**config.mk**
```make
export PLATFORM = sky130hd
export DESIGN_NAME = psg_bus_sequencer
export DESIGN_NICKNAME = d
export VERILOG_FILES = /design/src/rtl/psg_bus_pkg.sv /design/src/rtl/psg_cmd_fifo.sv /design/src/rtl/psg_bus_sequencer.sv
export SDC_FILE = /design/constraint.sdc
export NUM_CORES = 1
export LEC_CHECK = 0
export BUFFER_PORTS_ARGS = -buffer_cell sky130_fd_sc_hd__buf_2
export CAP_MARGIN = 10
export CELL_PAD_IN_SITES_DETAIL_PLACEMENT = 0
export CELL_PAD_IN_SITES_GLOBAL_PLACEMENT = 1
export CORE_UTILIZATION = 40
export DETAILED_ROUTE_END_ITERATION = 7
export PLACE_DENSITY = 0.77
export RECOVER_POWER = 25
export SYNTH_ARGS = -nofsm -noshare
export SYNTH_HDL_FRONTEND = slang
export SYNTH_SLANG_ARGS = --single-unit
```
**constraint.sdc**
```tcl
create_clock -name CLK -period 2.7 [get_ports CLK]
set_clock_uncertainty 0.1 [all_clocks]
set_input_delay 0.135 -clock CLK [delete_from_list [all_inputs] [get_ports CLK]]
set_output_delay 0.135 -clock CLK [all_outputs]
set_load 0.02 [all_outputs]
```
**src/rtl/psg_bus_pkg.sv**
```systemverilog
// Shared types for the PSG bus sequencer: bus-mode encodings, FSM states and
// the command word that flows through the player FIFO.
package psg_bus_pkg;

  // {BDIR, BC} encodings
  localparam logic [1:0] BusIdle  = 2'b00;
  localparam logic [1:0] BusRead  = 2'b01;
  localparam logic [1:0] BusWrite = 2'b10;
  localparam logic [1:0] BusAddr  = 2'b11;

  typedef enum logic [2:0] {
    StIdle = 3'd0,
    StAddr = 3'd1,
    StGap  = 3'd2,
    StXfer = 3'd3,
    StDone = 3'd4
  } psg_state_e;

  typedef struct packed {
    logic       we;
    logic [3:0] addr;
    logic [7:0] data;
  } psg_cmd_t;

endpackage

```
**src/rtl/psg_cmd_fifo.sv**
```systemverilog
// Synchronous command FIFO with registered occupancy count; full/empty derive
// from the count, so a push into an empty FIFO is visible one cycle later.
module psg_cmd_fifo
  import psg_bus_pkg::*;
#(
  parameter int unsigned Depth = 4
) (
  input  logic     CLK,
  input  logic     RESET,
  input  logic     push_i,
  input  psg_cmd_t wdata_i,
  input  logic     pop_i,
  output psg_cmd_t rdata_o,
  output logic     full_o,
  output logic     empty_o
);

  localparam int unsigned PtrW = $clog2(Depth);
  localparam logic [PtrW:0] DepthCnt = (PtrW + 1)'(Depth);

  psg_cmd_t        mem_q [Depth];
  logic [PtrW-1:0] wptr_q, rptr_q;
  logic [PtrW:0]   count_q;
  logic            do_push, do_pop;

  assign full_o  = (count_q == DepthCnt);
  assign empty_o = (count_q == '0);
  assign do_push = push_i && !full_o;
  assign do_pop  = pop_i && !empty_o;
  assign rdata_o = mem_q[rptr_q];

  always_ff @(posedge CLK) begin
    if (RESET) begin
      wptr_q  <= '0;
      rptr_q  <= '0;
      count_q <= '0;
    end else begin
      if (do_push) wptr_q <= wptr_q + 1'b1;
      if (do_pop)  rptr_q <= rptr_q + 1'b1;
      case ({do_push, do_pop})
        2'b10:   count_q <= count_q + 1'b1;
        2'b01:   count_q <= count_q - 1'b1;
        default: count_q <= count_q;
      endcase
    end
  end

  always_ff @(posedge CLK) begin
    if (do_push) mem_q[wptr_q] <= wdata_i;
  end

endmodule

```
**src/rtl/psg_bus_sequencer.sv**
```systemverilog
// Arbitrates CPU accesses and buffered player writes onto the PSG BDIR/BC bus,
// skipping the address-latch phase when the PSG already holds the register.
module psg_bus_sequencer
  import psg_bus_pkg::*;
#(
  parameter int unsigned FIFO_DEPTH  = 4,
  parameter int unsigned HOLD_CYCLES = 1,
  parameter int unsigned ADDR_CACHE  = 1
) (
  input  logic       CLK,
  input  logic       RESET,
  input  logic       CPU_REQ,
  input  logic       CPU_WE,
  input  logic [3:0] CPU_ADDR,
  input  logic [7:0] CPU_WDATA,
  output logic       CPU_ACK,
  output logic [7:0] CPU_RDATA,
  input  logic       PL_VALID,
  output logic       PL_READY,
  input  logic [3:0] PL_ADDR,
  input  logic [7:0] PL_DATA,
  output logic       PSG_BDIR,
  output logic       PSG_BC,
  output logic [7:0] PSG_DI,
  input  logic [7:0] PSG_DO,
  output logic       BUSY
);

  localparam logic [3:0] HoldLast = 4'(HOLD_CYCLES - 1);

  psg_state_e state_q, state_d;
  psg_cmd_t   cmd_q, cmd_d, grant_cmd, fifo_cmd, pl_cmd;
  logic       cmd_cpu_q, cmd_cpu_d;
  logic       last_cpu_q, last_cpu_d;
  logic [3:0] hold_q, hold_d;
  logic [3:0] cache_addr_q, cache_addr_d;
  logic       cache_valid_q, cache_valid_d;
  logic [7:0] rdata_q, rdata_d;
  logic       fifo_full, fifo_empty, fifo_pop;
  logic       grant_cpu, grant_pl, cache_hit;
  logic [1:0] bus;

  assign pl_cmd = '{we: 1'b1, addr: PL_ADDR, data: PL_DATA};

  psg_cmd_fifo #(
    .Depth(FIFO_DEPTH)
  ) u_fifo (
    .CLK    (CLK),
    .RESET  (RESET),
    .push_i (PL_VALID),
    .wdata_i(pl_cmd),
    .pop_i  (fifo_pop),
    .rdata_o(fifo_cmd),
    .full_o (fifo_full),
    .empty_o(fifo_empty)
  );

  // Round-robin: the CPU loses a tie only if it was granted last.
  assign grant_cpu = CPU_REQ && (fifo_empty || !last_cpu_q);
  assign grant_pl  = !fifo_empty && !grant_cpu;

  always_comb begin
    grant_cmd    = fifo_cmd;
    grant_cmd.we = 1'b1;
    if (grant_cpu) grant_cmd = '{we: CPU_WE, addr: CPU_ADDR, data: CPU_WDATA};
  end

  assign cache_hit = (ADDR_CACHE != 0) && cache_valid_q && (cache_addr_q == grant_cmd.addr);

  always_comb begin
    state_d       = state_q;
    cmd_d         = cmd_q;
    cmd_cpu_d     = cmd_cpu_q;
    last_cpu_d    = last_cpu_q;
    hold_d        = hold_q;
    cache_addr_d  = cache_addr_q;
    cache_valid_d = cache_valid_q;
    rdata_d       = rdata_q;
    fifo_pop      = 1'b0;
    case (state_q)
      StIdle: begin
        if (grant_cpu || grant_pl) begin
          cmd_d      = grant_cmd;
          cmd_cpu_d  = grant_cpu;
          last_cpu_d = grant_cpu;
          fifo_pop   = grant_pl;
          hold_d     = HoldLast;
          state_d    = cache_hit ? StXfer : StAddr;
        end
      end
      StAddr: begin
        if (hold_q == '0) begin
          state_d       = StGap;
          cache_addr_d  = cmd_q.addr;
          cache_valid_d = 1'b1;
        end else begin
          hold_d = hold_q - 1'b1;
        end
      end
      StGap: begin
        state_d = StXfer;
        hold_d  = HoldLast;
      end
      StXfer: begin
        if (hold_q == '0) begin
          state_d = StDone;
          if (!cmd_q.we) rdata_d = PSG_DO;
        end else begin
          hold_d = hold_q - 1'b1;
        end
      end
      StDone:  state_d = StIdle;
      default: state_d = StIdle;
    endcase
  end

  always_ff @(posedge CLK) begin
    if (RESET) begin
      state_q       <= StIdle;
      cmd_q         <= '0;
      cmd_cpu_q     <= 1'b0;
      last_cpu_q    <= 1'b0;
      hold_q        <= '0;
      cache_addr_q  <= '0;
      cache_valid_q <= 1'b0;
      rdata_q       <= '0;
    end else begin
      state_q       <= state_d;
      cmd_q         <= cmd_d;
      cmd_cpu_q     <= cmd_cpu_d;
      last_cpu_q    <= last_cpu_d;
      hold_q        <= hold_d;
      cache_addr_q  <= cache_addr_d;
      cache_valid_q <= cache_valid_d;
      rdata_q       <= rdata_d;
    end
  end

  always_comb begin
    bus    = BusIdle;
    PSG_DI = 8'h00;
    case (state_q)
      StAddr: begin
        bus    = BusAddr;
        PSG_DI = {4'h0, cmd_q.addr};
      end
      StXfer: begin
        if (cmd_q.we) begin
          bus    = BusWrite;
          PSG_DI = cmd_q.data;
        end else begin
          bus = BusRead;
        end
      end
      default: ;
    endcase
  end

  assign {PSG_BDIR, PSG_BC} = bus;
  assign CPU_ACK   = (state_q == StDone) && cmd_cpu_q;
  assign CPU_RDATA = rdata_q;
  assign PL_READY  = !fifo_full;
  assign BUSY      = (state_q != StIdle) || !fifo_empty;

endmodule
```
==> metrics.cfg <==
[route]
number_of_optimization_iterations_in_the_first_detailed_route_pass=4
remaining_routing_drc_violations=0
drt-initial-drc-count=99
drt_wl_total_um=7890
routed_via_density=4.99
detail_route.wl_per_cell_um=14.4
routed-via-count=2737
ant_nets=0

[hold_path]
worstHoldPathType=in2reg

[clock_network]
worst_setup_hold_path_clk_slew_ns=0.09
cts_tree=yes
cts_root_buffer=sky130_fd_sc_hd__clkbuf_8
num_cts_buffers=9
cts.path.max_buffers=2
clk_latency_ns=0.36
cts_sinks=91
cts_max_level=3

[grt]
grt_usage_pct=16.6
grt_antenna_before_repair=0
grt-ovfl-total=0
grt_first_pass_wirelength_um=12800
grt_pass1_vias=2707
grt_start_max_net_pins=25

[layout]
layout.cell_area.non_filler_um2=4870
most-common-layout-cells=51 x sky130_fd_sc_hd__nor2_1, 48 x sky130_fd_sc_hd__edfxtp_1, 46 x sky130_fd_sc_hd__buf_2
most_common_cell_after_layout_fill_and_taps_aside=sky130_fd_sc_hd__nor2_1
nNetsFinal=459
total_of_fill_cells_in_the_finished_design=846
antennaDiodeCount=0
share_of_final_layout_standard_cells_stronger_than_drive_strength_1_pct=20.3
area_delta_synth_final_pct=22.8

[synthesis]
postSynth.topFlopCell=sky130_fd_sc_hd__edfxtp_1
cell_count_after_synthesis=325
yosys-top-cells-area=sky130_fd_sc_hd__edfxtp_1 36%, sky130_fd_sc_hd__dfxtp_1 22%, sky130_fd_sc_hd__mux4_1 6.0%
synthesis.area_per_instance_um2=12.2
mapped_area_um2=3970
syn-num-nets=370
async_reset_ff_share_pct=0
synth_largest_type_area_fraction_pct=36.4
synth_largest_area_cell=sky130_fd_sc_hd__edfxtp_1
synthesis.yosys.warnings=0
register_bit_total_from_synthesis=91
synth_enable_flop_cells=48
yosysUniqueCellTypes=51
yosysSeqAreaShare_pct=58.1

[sta]
post_route_minimum_period_ns=2.53
report.final.setup_viol=0
totalNegativeSetupSlack_ns=0
fmax_mhz=396
grt_setup_unrepaired=no
worst_slack_ns=0.173
maxSlewViolCount=0
worst_slew_pin_slew_ns=0.932
period_utilization_post_route_pct=93.6
relSlewSlack_pct=37.8
finalHoldViolCount=0

[power]
design_power_total_mw=4.48
static-leakage-power_nw=1.92
power_density_nw_per_um2=921
ir_drop_uv=398

[run_status]
outcome=completed

[die]
num_io_pins=58
core_area_um2=9420
initial_core_util_pct=42.1
die_w_um=102
die_h_um=102
std_cell_rows=35
die-area_um2=10300

[worst_setup_path]
setup.worst_path.end_class=flip-flop
crit_arrival_ns=2.72
worst-path-max-fanout=6
worst-setup-path-type=reg2reg
worst-endpoint-required_ns=2.89
worst_setup_path_start_kind=flip-flop

[job]
max_cap_viol_count=0

[place]
post_dp_cell_area_um2=4390
place_worst_setup_slack_ns=0.210
hpwlAfterDp_um=5410
routabilityCongestion=0.758
portBuffers=57

## state kept, by name, summed over array words and instances, names as in the netlist, named ones only
register        flops
u_fifo.rptr_q       2
cache_valid_q       1
CPU_RDATA           8
u_fifo.mem_q       48
u_fifo.wptr_q       2
u_fifo.count_q      3
last_cpu_q          1
hold_q              4
cache_addr_q        4
cmd_q              13
state_q             3
## layer usage
layer / wire [um] / track usage [%] / vias to the layer above / part of all wire, %
met2: 3950 / 29.4 / 57 / 50
met4: 69 / 5.57 / 0 / 0.87
met3: 253 / 3.93 / 5 / 3.2
met5: 0 / 0 / - / 0
li1: - / - / 1371 / -
met1: 3620 / 19.9 / 1304 / 46
## what timing repair did
item                                    in CTS  in global routing
endpoints found under the setup margin       0                  0
endpoints found under the hold margin       66                  0
gates resized for setup                      0                  0
hold buffers                                30                  0
buffers inserted                             0                  0
## Yosys cell counts, types with 3 or more instances
cell	instances
sky130_fd_sc_hd__o21ai_0	9
sky130_fd_sc_hd__ha_1	7
sky130_fd_sc_hd__nor2_1	51
sky130_fd_sc_hd__edfxtp_1	48
sky130_fd_sc_hd__xor2_1	3
sky130_fd_sc_hd__nand2_1	16
sky130_fd_sc_hd__mux2i_1	13
sky130_fd_sc_hd__inv_1	12
sky130_fd_sc_hd__clkbuf_1	11
sky130_fd_sc_hd__nor3_1	5
sky130_fd_sc_hd__mux4_1	9
sky130_fd_sc_hd__and3_1	10
sky130_fd_sc_hd__nand3_1	12
sky130_fd_sc_hd__a21oi_1	13
sky130_fd_sc_hd__mux4_2	3
sky130_fd_sc_hd__dfxtp_1	43
sky130_fd_sc_hd__buf_2	3
sky130_fd_sc_hd__a311oi_1	10
sky130_fd_sc_hd__nor2b_1	5
sky130_fd_sc_hd__xnor2_1	3
## metrics by stage
stage	utilization, %	hold WS [ns]	std cells
6_report	51.7	0.0500	548
5_1_grt	51.7	0.0401	548
3_3_place_gp	46.7	0.243	502
3_5_place_dp	46.7	0.250	502
4_1_cts	51.8	0.0276	548
2_1_floorplan	-	0.134	325
## critical path: stages, from the launching register on
cell	delay, ns
sky130_fd_sc_hd__dfxtp_1	0.32
sky130_fd_sc_hd__or3_4	0.42
sky130_fd_sc_hd__a211oi_2	0.35
sky130_fd_sc_hd__ha_1	0.24
sky130_fd_sc_hd__inv_1	0.06
sky130_fd_sc_hd__fa_1	0.37
sky130_fd_sc_hd__xor2_1	0.16
sky130_fd_sc_hd__or3_1	0.31
sky130_fd_sc_hd__a21oi_1	0.13
## power by group
part,switching [mW],total [mW],internal [mW]
logic,0.970,1.70,0.731
clock network,0.515,0.875,0.359
registers,0.175,1.91,1.73
## kinds of logic after synthesis
kind of cell | share of synthesized area [%]
adders and majority gates | 2.71
AOI/OAI and AO/OA | 8.77
DFF | 58.1
xor gates and xnor gates | 1.33
buffers and inverters | 2.93
muxes | 11.3
and+or+nand+nor | 14.9
## layout make-up
cell class                      instances  area, um2  share of cell area, %
Tap cell                              129        161                   3.32
Timing Repair Buffer                   94        624                   12.8
Sequential cell                        91       2300                   47.3
Clock buffer                            9        124                   2.54
Multi-Input combinational cell        206       1550                   31.8
Inverter                               12       45.0                  0.925
Clock inverter                          7       63.8                   1.31
## path summary, 6_finish.rpt
path         slack [ns]  cells after the start                      start                             end
min reg2reg        0.40                      2  CPU_RDATA[7]$_SDFFE_PP0P_       CPU_RDATA[7]$_SDFFE_PP0P_
max reg2reg        0.17                      8    state_q[2]$_SDFFE_PP0P_  u_fifo.count_q[2]$_SDFFE_PP0P_
max                0.17                      8    state_q[2]$_SDFFE_PP0P_  u_fifo.count_q[2]$_SDFFE_PP0P_
min                0.05                      3                CPU_ADDR[0]           cmd_q[8]$_SDFFE_PP0P_
(Power assumes the default switching activity.)
